[src/rtl/vram_pkg.sv]
// vram_pkg: shared VRAM geometry and the CPU access FSM state type.
package vram_pkg;
    localparam logic [9:0]  H_SIZE     = 10'd640;
    localparam logic [9:0]  V_SIZE     = 10'd480;
    localparam logic [18:0] VRAM_DEPTH = 19'd307200;
    typedef enum logic [1:0] {IDLE, WAIT, DATA, ACK} cpu_state_t;
endpackage

[src/rtl/vram_scan_addr.sv]
// vram_scan_addr: scanout x,y to linear VRAM address (y*640+x) plus visible-area check.
module vram_scan_addr #(
    parameter logic [9:0] H_SIZE = vram_pkg::H_SIZE,
    parameter logic [9:0] V_SIZE = vram_pkg::V_SIZE
) (
    input  logic        fetch,
    input  logic [9:0]  x,
    input  logic [9:0]  y,
    output logic        slot,
    output logic [18:0] addr
);
    assign slot = fetch && (x < H_SIZE) && (y < V_SIZE);
    assign addr = {y, 9'b0} + {2'b0, y, 7'b0} + {9'b0, x};
endmodule

[src/rtl/vram_arbiter.sv]
// vram_arbiter: single-port VRAM shared by scanout (absolute priority) and a CPU req/ack port.
// VRAM_BLANK_ONLY_EN restricts CPU accesses to vertical blanking.
module vram_arbiter #(
    parameter int         ADDR_W = 19,
    parameter int         DATA_W = 8,
    parameter logic [9:0] H_SIZE = vram_pkg::H_SIZE,
    parameter logic [9:0] V_SIZE = vram_pkg::V_SIZE
) (
    input  logic              clk,
    input  logic              reset,
    input  logic              scan_fetch,
    input  logic [9:0]        scan_x,
    input  logic [9:0]        scan_y,
    input  logic              blank,
    output logic [DATA_W-1:0] scan_col,
    input  logic              cpu_req,
    input  logic              cpu_we,
    input  logic [ADDR_W-1:0] cpu_addr,
    input  logic [DATA_W-1:0] cpu_wdata,
    output logic              cpu_ack,
    output logic [DATA_W-1:0] cpu_rdata,
    output logic [ADDR_W-1:0] mem_addr,
    output logic              mem_we,
    output logic [DATA_W-1:0] mem_wdata,
    input  logic [DATA_W-1:0] mem_rdata
);
    import vram_pkg::*;

    cpu_state_t        state, next;
    logic              scan_slot, free_slot, issue, prev_scan, lat_we, out_of_range;
    logic [18:0]       scan_addr;
    logic [ADDR_W-1:0] lat_addr;
    logic [DATA_W-1:0] lat_wdata, col_q;

    vram_scan_addr #(.H_SIZE(H_SIZE), .V_SIZE(V_SIZE)) u_scan (
        .fetch(scan_fetch),
        .x(scan_x),
        .y(scan_y),
        .slot(scan_slot),
        .addr(scan_addr)
    );

`ifdef VRAM_BLANK_ONLY_EN
    assign free_slot = !scan_slot && blank;
`else
    logic unused_blank;
    assign unused_blank = blank;
    assign free_slot = !scan_slot;
`endif

    assign issue        = (state == WAIT) && free_slot;
    assign out_of_range = cpu_addr >= ADDR_W'(VRAM_DEPTH);
    assign mem_addr     = scan_slot ? ADDR_W'(scan_addr) : issue ? lat_addr : '0;
    assign mem_we       = issue && lat_we && !reset;
    assign mem_wdata    = issue ? lat_wdata : '0;
    assign cpu_ack      = state == ACK;
    // Read data arrives the cycle after a scan slot; otherwise hold the last pixel.
    assign scan_col     = prev_scan ? mem_rdata : col_q;

    always_comb begin
        next = state;
        case (state)
            IDLE:    if (cpu_req) next = out_of_range ? ACK : WAIT;
            WAIT:    if (issue) next = lat_we ? ACK : DATA;
            DATA:    next = ACK;
            default: next = IDLE;
        endcase
    end

    always_ff @(posedge clk) begin
        if (reset) state <= IDLE;
        else       state <= next;
    end

    always_ff @(posedge clk) begin
        if (reset) begin
            prev_scan <= 1'b0;
            col_q     <= '0;
            cpu_rdata <= '0;
            lat_we    <= 1'b0;
            lat_addr  <= '0;
            lat_wdata <= '0;
        end else begin
            prev_scan <= scan_slot;
            col_q     <= scan_col;
            if (state == IDLE && cpu_req) begin
                lat_we    <= cpu_we;
                lat_addr  <= cpu_addr;
                lat_wdata <= cpu_wdata;
            end
            if (state == DATA)
                cpu_rdata <= mem_rdata;
            else if (state == IDLE && cpu_req && !cpu_we && out_of_range)
                cpu_rdata <= '0;
        end
    end
endmodule

[config.mk]
export PLATFORM = sky130hd
export DESIGN_NAME = vram_arbiter
export DESIGN_NICKNAME = d
export VERILOG_FILES = /design/src/rtl/vram_pkg.sv /design/src/rtl/vram_scan_addr.sv /design/src/rtl/vram_arbiter.sv
export SDC_FILE = /design/constraint.sdc
export NUM_CORES = 1
export LEC_CHECK = 0
export BUFFER_PORTS_ARGS = -buffer_cell sky130_fd_sc_hd__buf_2
export CAP_MARGIN = 20
export CORE_MARGIN = 2
export CORE_UTILIZATION = 25
export DETAILED_ROUTE_END_ITERATION = 10
export SETUP_SLACK_MARGIN = 0.1
export SYNTH_ARGS = -nofsm -noshare
export SYNTH_HDL_FRONTEND = slang
export SYNTH_HIERARCHICAL = 1
export SYNTH_SLANG_ARGS = --single-unit
[constraint.sdc]
create_clock -name clk -period 2.9 [get_ports clk]
set_input_delay 0.145 -clock clk [delete_from_list [all_inputs] [get_ports clk]]
set_output_delay 0.145 -clock clk [all_outputs]
set_load 0.03 [all_outputs]
=== Word level (Yosys, flattened, before mapping) ===
Cells that the tools add are included.

* $add $sub $neg: 2
* Magnitude comparators: 3
* Equal/unequal tests: 5
* Multiplexer cells: 11
* Reductions and logical operators: 14

{| class="wikitable"
|+ Operators with widths
! cell !! number
|-
| 19-bit two-way mux || 2
|-
| 8-bit two-way mux || 4
|-
| 19-bit by 10-bit adder with 19-bit output || 1
|-
| 19-bit by 17-bit adder with 19-bit output || 1
|-
| 19-bit greater-or-equal comparator (second input constant) || 1
|-
| 10-bit less-than comparator (second input constant) || 1
|-
| 10-bit by 9-bit less-than comparator with 1-bit output (second input constant) || 1
|-
| 1-bit logical AND || 8
|-
| 2-bit two-way mux || 3
|-
| 2-bit one-hot mux with 3 select lines || 1
|-
| 2-bit == test (second input constant) || 2
|-
| 2-bit != test (second input constant) || 2
|-
| 1-bit logical NOT || 3
|-
| 2-bit by 1-bit == test with 1-bit output (second input constant) || 1
|-
| 2-bit logical NOT || 1
|-
| 2-bit AND reduction || 1
|-
| 2-bit nonzero test || 1
|-
| 1-bit two-way mux || 1
|}

* Register bits after elaboration: 47
* Output and inout bits: 45

=== Longest topological paths before layout ===
Gate-level depths: netlist (run 1).

* Depth in word-level cells: 7
* Depth in mapped cells: 11

=== By module ===
The synthesis (run 1) kept the hierarchy.

{| class="wikitable"
|+ Modules (own cells, without submodules)
! module !! instances !! cells an instance !! area an instance (um^2) !! seq. area each (um^2)
|-
| vram_arbiter || 1 || 301 || 2268.4 || 940.9
|-
| vram_scan_addr || 1 || 81 || 658.1 || 0.0
|}

=== Least setup slack after synthesis (run 1) ===
No wires, ideal clock.

* Path kind: input -> output
* Start: input port scan_y[0]
* End: output port mem_addr[16]
* Arrival time: 2.348 ns
* Path slack: 0.407 ns
* Cell stages on the path: 11
* Cells stage by stage: inv_1 -> fa_1 -> inv_1 -> fa_1 -> a21oi_1 -> nor2_1 -> nor3_1 -> a21oi_1 -> xor2_1 -> nand2_1 -> o21ai_0

* Elaborated cells on any way between the ends: 8

{| class="wikitable"
|+ RTL lines
! element !! RTL line !! source
|-
| start, declared || vram_arbiter.sv:13 || <nowiki>input logic [9:0] scan_y,</nowiki>
|-
| 19-bit by 17-bit adder with 19-bit output || vram_scan_addr.sv:13 || <nowiki>assign addr = {y, 9'b0} + {2'b0, y, 7'b0} + {9'b0, x};</nowiki>
|-
| 19-bit by 10-bit adder with 19-bit output || vram_scan_addr.sv:13 ||
|-
| net scan_addr[16] || vram_arbiter.sv:31 || <nowiki>logic [18:0] scan_addr;</nowiki>
|-
| 19-bit two-way mux || vram_arbiter.sv:53 || <nowiki>assign mem_addr = scan_slot ? ADDR_W'(scan_addr) : issue ? lat_addr : '0;</nowiki>
|-
| end, declared || vram_arbiter.sv:22 || <nowiki>output logic [ADDR_W-1:0] mem_addr,</nowiki>
|}

The timed path passes the listed nets, and every way through them passes these cells.

=== Final worst setup path (run 1) ===
* Start: input port scan_y[0]
* End: output port mem_addr[17]

Same word-level chain as after synthesis.

==> out/qor.csv, run 1 <==
metric,value,unit
globalplace.congestion,0.823,
cp-end-kind,primary output,
nets,555,
layout-drive-gt1-share,28.3,%
ys_top_cells_by_area,"dfxtp_1, nand2_1, ha_1, a21oi_1, o211ai_1",
drv_slew,0,
worstPathCellList,buf_2 > inv_1 > fa_1 > inv_1 > ha_1 > a21o_1 > a221oi_4 > a21boi_2 > a41oi_2 > xnor2_1 > nand2_1 > o21ai_0 > buf_2,
grt_use_total,12.5,%
vias,2837,
p_leak,0.00165,uW
syn_inst,382,
max-slew-margin-rel,30.3,%
rsz0062_at_grt,true,
grt_pass1_wl,13.0,mm
clk_pin_slew_worst_paths,0.07,ns
die_x,112,um
worst_pin_slew,1.05,ns
syn_area,2930,um2
grt_max_degree,58,
timing.setup.tns,0,ns
synthArstFlopShare,0,%
fp.dieH,112,um
pin_count,106,
status,"complete, no violations",
clk_latency,0.29,ns
area_growth_syn_to_layout,25.4,%
grt-ovfl-total,0,
ant_nets,0,
max_stage_delay,0.53,ns
fill_cells,1253,
rows,39,
yosys_register_bits,47,
yosysTopAreaCellShare,32.2,%
clockBufferDepth,2,
synth_edf_count,0,
finalCritPeriodShare,91.2,%
io_buffers,104,
grt_pass1_vias,2780,
ys_seq_area_share,32.2,%
peakVddDrop,0.000262,V
cts_sinks,47,
route.detailed.drc,0,
ys_warn_count,6,
n_antenna_cell,0,
root_buffer,clkbuf_16,
worstHoldPathType,input pin to flip-flop,
hold_viol,0,
setup_violations,0,
path_buf_inv,4,
path_class,input pin to primary output,
min_period,2.65,ns
dp_hpwl,5.98,mm
cts_tree,yes,
p_per_area,638,nW/um2
skew,0.00829,ns
ys_types,41,
max_freq,0.378,GHz
h-tree-depth,2,
cts_buffers,5,
core,11400,um2
antenna_found_initial,0,
finalWirelength,7.87,mm
initial_core_util,25.6,%
critical_path_arrival,2.50,ns
first_pass_iters,4,
avgSynthCellArea,7.66,um2
avgViaCountPerCell,4.63,
critPathTopFamily,compound AO/OA/AOI/OAI gates,
synth_top_area_cell,dfxtp_1,
synth-main-ff-cell,dfxtp_1,
critPathSlowestCell,fa_1,
cts_setup_buffers,0,
wl_per_cell,12.8,um
netlist_top_cells_count,"nand2_1, dfxtp_1, a21oi_1, ha_1, o21ai_0",
synth_nets,468,
critPathMaxFanout,3,
cp-start-kind,input pin,
yosysMostFrequentCell,nand2_1,
worstPathRequired,2.76,ns
first_iter_violations,199,
max_cap_violations,0,
holdWs,0.0819,ns
dieArea,12600,um2
-- layout by cell type (no fill, tap or decap), types with 3 or more instances in the layout --
| cell type | netlist | final |
|---|---|---|
| mux2_2 | 8 | 8 |
| xnor2_1 | 4 | 4 |
| a21oi_1 | 37 | 37 |
| xor2_1 | 4 | 4 |
| buf_4 | 9 | 4 |
| nor2_1 | 9 | 9 |
| ha_1 | 23 | 23 |
| nor2b_1 | 12 | 12 |
| nor3b_1 | 8 | 8 |
| nand2_1 | 115 | 115 |
| o21ai_0 | 22 | 22 |
| nand3_1 | 3 | 3 |
| inv_1 | 10 | 10 |
| dfxtp_1 | 47 | 47 |
| o211ai_1 | 16 | 16 |
| buf_2 | 10 | 104 |
| and2_1 | 10 | 10 |
| clkbuf_16 | 0 | 5 |
-- routing by layer --
layer | vias up | wire length [um] | GRT usage [%]
met5 | - | 0 | 0
met1 | 1293 | 3670 | 16.2
met4 | 0 | 180 | 4.80
met2 | 72 | 3650 | 20.8
li1 | 1460 | - | -
met3 | 12 | 364 | 2.21
-- what timing repair did --
action                     4_1_cts  5_1_grt
hold buffers                     0        0
resized for setup                0        2
setup endpoints to repair        0        2
-- sequential cells by signal (all words and copies together), names as in the netlist --
| name | cells |
|---|---|
| lat_wdata | 8 |
| lat_addr | 19 |
| col_q | 8 |
| state | 2 |
| prev_scan | 1 |
| lat_we | 1 |
| cpu_rdata | 8 |
-- power by group --
| part | internal (uW) | switching, uW |
|---|---|---|
| Combinational | 329 | 602 |
| Clock | 345 | 259 |
| Sequential | 751 | 53.3 |
-- worst register-to-register path: stages, from the launching register on --
cell and delay [ns]:
dfxtp_1 0.38, inv_1 0.08, ha_1 0.29, nand2_1 0.54
buf_4 0.30, nand2_1 0.07, a21oi_1 0.14
-- path summary, 6_finish.rpt --
kind | from | to | slack (ns) | depth (start not counted)
worst max-delay path | scan_y[0] | mem_addr[17] | 0.25 | 13
worst min-delay path | cpu_addr[3] | lat_addr[3]$_SDFFE_PP0N_ | 0.08 | 3
worst max register to register | state[0]$_SDFFE_PP0P_ | lat_addr[1]$_SDFFE_PP0N_ | 1.03 | 6
worst min register to register | lat_wdata[7]$_SDFFE_PP0N_ | lat_wdata[7]$_SDFFE_PP0N_ | 0.45 | 2
-- kinds of logic (layout without fill, tap and decap cells) --
group,count (synthesis),count (layout),share of synthesized area (%)
xor+xnor,8,8,2.39
simple gates,170,170,26.5
mux,8,8,3.08
fa+ha+maj,25,25,11.2
buf+inv,38,126,6.71
flops,47,47,32.2
compound gates,86,86,18.0
-- metrics by stage --
stage          instances  worst slack [ns]  cell area [um2]  utilization, %  power, uW
2_1_floorplan        382             0.407             2930               -       1520
3_5_place_dp         605             0.131             3500            30.6       1760
4_1_cts              613             0.124             3650            32.0       2370
5_1_grt              613            0.0742             3670            32.1       2510
6_report             613             0.254             3670            32.1       2340
3_3_place_gp         605             0.156             3500            30.6       1740
-- cell type report --
cell class	instances	area (um2)	share of cell area, %
clock inverter	2	16.3	0.443
inverter	10	37.5	1.02
sequential	47	941	25.6
multi-input combinational	297	1810	49.2
timing repair buffer	108	551	15.0
clock buffer	6	139	3.79
tap	143	179	4.88
Note: power is estimated with default switching activity, not from simulation.
==> inputs of run 2 (changes only) <==
CELL_PAD_IN_SITES_DETAIL_PLACEMENT = 0   (was not set)
CELL_PAD_IN_SITES_GLOBAL_PLACEMENT = 1   (was not set)
PLACE_DENSITY_LB_ADDON = 0.1   (was not set)
==> run 2 against run 1 <==
Clock skew about the same. Die area unchanged. Final area up 1.3%. Highest routed layer unchanged. Cell count up 0.65%. Sequential power about the same. Critical endpoint unchanged. Via count down 1.8%. Core utilization up 0.43 points. Clock power up 7.8%. Sequential share of layout area down 0.34 points. Combinational power up 2.3%. Count of clock-buffer cells in the layout down 1.
==> out/qor.csv, run 2 (synthesized netlist as in run 1, its figures left out) <==
metric,value,unit,change
worstPathRequired,2.76,ns,about the same
layout-drive-gt1-share,29.0,%,+0.67 points
power_switching,914,uW,about the same
max-slew-margin-rel,45.3,%,+15 points
power_frac_seq,33.3,%,-1.1 points
critPathTopFamily,compound AO/OA/AOI/OAI gates,,
path_buf_inv,4,,unchanged
clkPwrFrac,27.1,%,+1.3 points
area_growth_syn_to_layout,27.0,%,
top_register,lat_addr,,
switching_share,38.0,%,-1.1 points
setup_violations,0,,unchanged
worstPathCellList,buf_2 > inv_1 > fa_1 > inv_1 > ha_1 > a21o_1 > a221oi_4 > a21boi_2 > a41oi_2 > xnor2_1 > nand2_1 > o21ai_0 > buf_4,,
initial_core_util,25.6,%,unchanged
max_cap_violations,0,,unchanged
cp-end-kind,primary output,,
critPathSlowestCell,fa_1,,
final_cell_mix,"nand2_1, buf_2, dfxtp_1",,
clk_pin_slew_worst_paths,0.07,ns,about the same
path_depth,13,,unchanged
worstHoldPathType,input pin to flip-flop,,
status,"complete, no violations",,
grt_use_total,13.6,%,+1.1 points
cts_buffers,5,,unchanged
route.detailed.drc,0,,unchanged
finalCritPeriodShare,89.7,%,-1.6 points
cts_tree,yes,,
largest_register_ffs,19,,unchanged
nets,559,,+0.72%
fp.dieH,112,um,unchanged
final_common_cell,nand2_1,,
ff2ff_setup_slack,1.09,ns,+0.06 ns
io_buffers,104,,unchanged
grt_pass1_wl,14.0,mm,+8.0%
timing.setup.tns,0,ns,unchanged
avgViaCountPerCell,4.51,,-2.5%
grt_pass1_vias,2905,,+4.5%
ff2ff_path_depth,5,,-1
critical_path_arrival,2.46,ns,-0.04 ns
critPathMostFrequentCell,inv_1,,
critPathMaxFanout,2,,-1
whs_path_depth,3,,unchanged
antenna_found_initial,0,,unchanged
p_leak,0.00167,uW,+1.4%
rows,39,,unchanged
grt-ovfl-total,0,,unchanged
p_per_area,647,nW/um2,+1.5%
globalplace.congestion,0.772,,-6.1%
rsz0062_at_grt,false,,
worst_pin_slew,0.821,ns,-0.225 ns
ant_nets,0,,unchanged
clk_latency,0.29,ns,about the same
root_buffer,clkbuf_16,,
intPower,1490,uW,+4.7%
cts_sinks,47,,unchanged
drv_slew,0,,unchanged
max_freq,0.385,GHz,+1.8%
r2r-start,state[0]$_SDFFE_PP0P_,,
placed_cells,607,,+0.33%
min-delay-start,cpu_wdata[5],,
hold_viol,0,,unchanged
clockBufferDepth,2,,unchanged
grt_max_degree,43,,-26%
min_period,2.60,ns,-0.0460 ns
first_pass_iters,4,,unchanged
core,11400,um2,unchanged
max_stage_delay,0.54,ns,about the same
finalWirelength,8.25,mm,+4.8%
dieArea,12600,um2,unchanged
whs_endpoint,lat_wdata[5]$_SDFFE_PP0N_,,
skew,0.00800,ns,-0.000289 ns
pin_count,106,,unchanged
rr_endpoint,state[0]$_SDFFE_PP0P_,,
die_x,112,um,unchanged
wl_per_cell,13.4,um,+4.2%
p_comb_share,39.6,%,-0.2 points
fin_cells,617,,+0.65%
peakVddDrop,0.000258,V,-1.6%
h-tree-depth,2,,unchanged
vias,2785,,-1.8%
dp_hpwl,6.24,mm,+4.2%
path_class,input pin to primary output,,
cp-start-kind,input pin,,
first_iter_violations,65,,-67%
## run 2: cell types whose count changed in the layout (fill, tap and decap cells not counted)
cell       previous run  this run
buf_2               104       102
clkinv_4              1         0
a21oi_2               1         2
buf_4                 4        10
bufinv_16             0         1
diode_2               0         1
clkbuf_8              1         0
a21oi_1              37        36
## run 2: worst max path at each step
stage	endpoint	slack, ns	from
after floorplan	mem_addr[16]	0.41	scan_y[0]
after global routing	mem_addr[17]	0.13	scan_y[0]
after CTS	mem_addr[17]	0.15	scan_y[0]
after global placement	mem_addr[16]	0.16	scan_y[0]
after detailed placement	mem_addr[16]	0.15	scan_y[0]
final	mem_addr[17]	0.30	scan_y[0]
## run 2: final cells by class
cell class,instances,area (um2)
clock inverters,2,37.5
flip-flops and latches,47,941
fillers,1305,7700
multi-input cells,297,1810
clock buffers,5,125
repair buffers,112,586
inverters,10,37.5
well taps,143,179
diodes,1,2.50
## run 2: layer usage
metal	GRT usage (%)	routed length (um)	up-vias
li1	-	-	1472
met1	18.2	3960	1242
met2	22.2	3730	66
met3	3.13	480	5
met4	3.17	74	0
met5	0	0	-
## run 2: per-stage QoR
| stage | util [%] | instance area [um2] | hold slack [ns] | power (uW) | setup slack, ns |
|---|---|---|---|---|---|
| floorplan | - | 2930 | 0.281 | 1520 | 0.407 |
| global placement | 30.8 | 3510 | 0.388 | 1770 | 0.165 |
| detailed placement | 30.8 | 3510 | 0.390 | 1780 | 0.151 |
| CTS | 32.2 | 3670 | 0.0762 | 2450 | 0.150 |
| global route | 32.5 | 3710 | 0.0918 | 2610 | 0.133 |
| finish | 32.6 | 3720 | 0.0880 | 2410 | 0.300 |
## run 2: power by group through the flow
stage / sequential [uW] / combinational [uW] / clock (uW)
final: 801 / 953 / 651
after global routing: 819 / 1080 / 710
after CTS: 802 / 966 / 680
after detailed placement: 817 / 963 / 0
after global placement: 815 / 958 / 0
after floorplan: 854 / 669 / 0
## run 2: repair_timing
item	in CTS	in global routing
hold endpoints to repair	0	0
hold buffers	0	0
setup endpoints to repair	0	3
setup buffers	0	2
gates resized for setup	0	7
## run 2: tightest hold or removal path, cell delays in order
cell and delay [ns]:
buf_2 0.09, nand2_1 0.04, a21oi_1 0.05
==> inputs of run 3 (changes only) <==
--- a/config.mk
+++ b/config.mk
@@ -13,4 +13,5 @@
 export CORE_UTILIZATION = 25
 export DETAILED_ROUTE_END_ITERATION = 10
+export MAX_ROUTING_LAYER = met4
 export PLACE_DENSITY_LB_ADDON = 0.1
 export SETUP_SLACK_MARGIN = 0.1
==> constraint.sdc (replaced) <==
create_clock -name clk -period 2.8 [get_ports clk]
set_input_delay 0.14 -clock clk [delete_from_list [all_inputs] [get_ports clk]]
set_output_delay 0.14 -clock clk [all_outputs]
set_load 0.02 [all_outputs]
==> run 3 against run 2 <==
Wire length down 1.0%. Die area did not move. Register-to-register slack got worse by 0.07 ns. Critical path type unchanged. Largest cell class unchanged. Highest routed layer unchanged.
==> out/qor.csv, run 3 (synthesized netlist as in run 1, its figures left out) <==
metric,value,unit,change
clk_latency,0.29,ns,about the same
cts_buffers,5,,unchanged
avgViaCountPerCell,4.53,,+0.41%
grt_pass1_vias,2871,,-1.2%
n_antenna_cell,0,,-1
route.detailed.drc,0,,unchanged
p_leak,0.00166,uW,-0.86%
rr_endpoint,state[0]$_SDFFE_PP0P_,,
vias,2792,,+0.25%
whs_endpoint,lat_addr[10]$_SDFFE_PP0N_,,
peakVddDrop,0.000243,V,-5.7%
nets,558,,-0.18%
hold_viol,0,,unchanged
r2r-start,state[0]$_SDFFE_PP0P_,,
final_common_cell,nand2_1,,
path_class,input pin to primary output,,
crit_path_start,scan_y[0],,
worstHoldPathType,input pin to flip-flop,,
fp.dieH,112,um,unchanged
ff2ff_setup_slack,1.02,ns,-0.07 ns
timing.setup.tns,0,ns,unchanged
max_freq,0.385,GHz,
final_cell_mix,"nand2_1, buf_2, dfxtp_1",,
finalCritPeriodShare,92.7,%,
cts_sinks,47,,unchanged
worst_pin_slew,0.799,ns,-0.0221 ns
dp_hpwl,6.14,mm,-1.6%
whs_path_depth,3,,unchanged
first_pass_iters,4,,unchanged
min-delay-start,cpu_addr[10],,
clk_pin_slew_worst_paths,0.06,ns,about the same
ff2ff_path_depth,5,,unchanged
grt-ovfl-total,0,,unchanged
drv_slew,0,,unchanged
grt_max_degree,43,,unchanged
setup_violations,0,,unchanged
worstPathRequired,2.66,ns,-0.10 ns
rows,39,,unchanged
hold_buffers,0,,unchanged
max-slew-margin-rel,46.7,%,+1.5 points
min_period,2.60,ns,
largest_register_ffs,19,,unchanged
dieArea,12600,um2,unchanged
multiInputGateArea,1810,um2,+0.14%
cp-start-kind,input pin,,
critPathMaxFanout,2,,unchanged
fin_area,3680,um2,-0.88%
status,"complete, no violations",,
initial_core_util,25.6,%,unchanged
finalWirelength,8.16,mm,-1.0%
max_cap_violations,0,,unchanged
clockBufferDepth,2,,unchanged
die_x,112,um,unchanged
globalplace.congestion,0.768,,-0.61%
cts_tree,yes,,
seqCellArea,941,um2,unchanged
antenna_found_initial,0,,unchanged
pin_count,106,,unchanged
skew,0.00497,ns,-0.00303 ns
p_per_area,636,nW/um2,-1.7%
fill_cells,1313,,+0.61%
h-tree-depth,2,,unchanged
area_growth_syn_to_layout,25.9,%,
root_buffer,clkbuf_16,,
grt_pass1_wl,13.6,mm,-3.3%
holdWs,0.0876,ns,-0.000359 ns
critical_path_arrival,2.46,ns,about the same
dpl-instance-area,3510,um2,unchanged
rsz0062_at_grt,true,,
layout-drive-gt1-share,28.8,%,-0.21 points
io_buffers,104,,unchanged
grt_use_total,13.5,%,-0.074 points
ant_nets,0,,unchanged
top_register,lat_addr,,
power,2340,uW,-2.6%
first_iter_violations,69,,+6.2%
wl_per_cell,13.2,um,-0.88%
core,11400,um2,unchanged
cp-end-kind,primary output,,
## run 3: cell count changes in the layout (fill, tap and decap cells not counted), sizes merged
| cell | before | now |
|---|---|---|
| clkinvlp | 1 | 0 |
| diode | 1 | 0 |
| clkbuf | 5 | 7 |
| buf | 112 | 111 |
| clkinv | 0 | 1 |
| bufinv | 1 | 0 |
## run 3: final cells by class
class / count / area share [%]
multi-input combinational: 297 / 49.2
sequential: 47 / 25.5
clock buffer: 7 / 3.60
clock inverter: 1 / 0.136
inverter: 10 / 1.02
tap: 143 / 4.86
timing repair buffer: 111 / 15.7
## run 3: timing repair
item | 4_1_cts | 5_1_grt
hold endpoints to repair | 0 | 0
setup endpoints to repair | 2 | 4
resized for setup | 2 | 4
pin swaps | 0 | 3
setup buffers | 0 | 1
## run 3: power breakdown
part	internal (uW)	total [uW]	switching, uW
Combinational	349	930	581
Clock	331	582	252
Sequential	777	831	53.6
Total	1460	2340	886
## run 3: worst max-delay path: stages
cell	delay, ns
buf_2	0.09
inv_1	0.05
fa_1	0.54
inv_1	0.08
ha_1	0.29
a21o_1	0.22
a221oi_4	0.28
buf_4	0.16
a21oi_1	0.06
xor2_1	0.14
nand2_1	0.06
o21ai_0	0.12
buf_2	0.22
## run 3: how the worst max path moves through the flow
stage / end / slack, ns / depth (start not counted)
global route: mem_addr[15] / 0.05 / 13
floorplan: mem_addr[16] / 0.41 / 11
detailed placement: mem_addr[17] / 0.07 / 13
global placement: mem_addr[16] / 0.11 / 13
CTS: mem_addr[17] / 0.12 / 13
finish: mem_addr[15] / 0.20 / 13
## run 3: metrics by stage
stage | std cells | utilization, % | worst slack [ns]
2_1_floorplan | 382 | - | 0.410
3_3_place_gp | 607 | 30.8 | 0.112
3_5_place_dp | 607 | 30.8 | 0.0705
4_1_cts | 615 | 32.1 | 0.123
5_1_grt | 616 | 32.3 | 0.0541
6_report | 616 | 32.3 | 0.204
## run 3: layer usage
layer	vias to the layer above	global-route usage, %	wire length, um
met3	7	2.92	411
met2	68	21.5	3620
li1	1462	-	-
met1	1255	17.5	4040
met5	-	-	0
met4	0	3.41	90
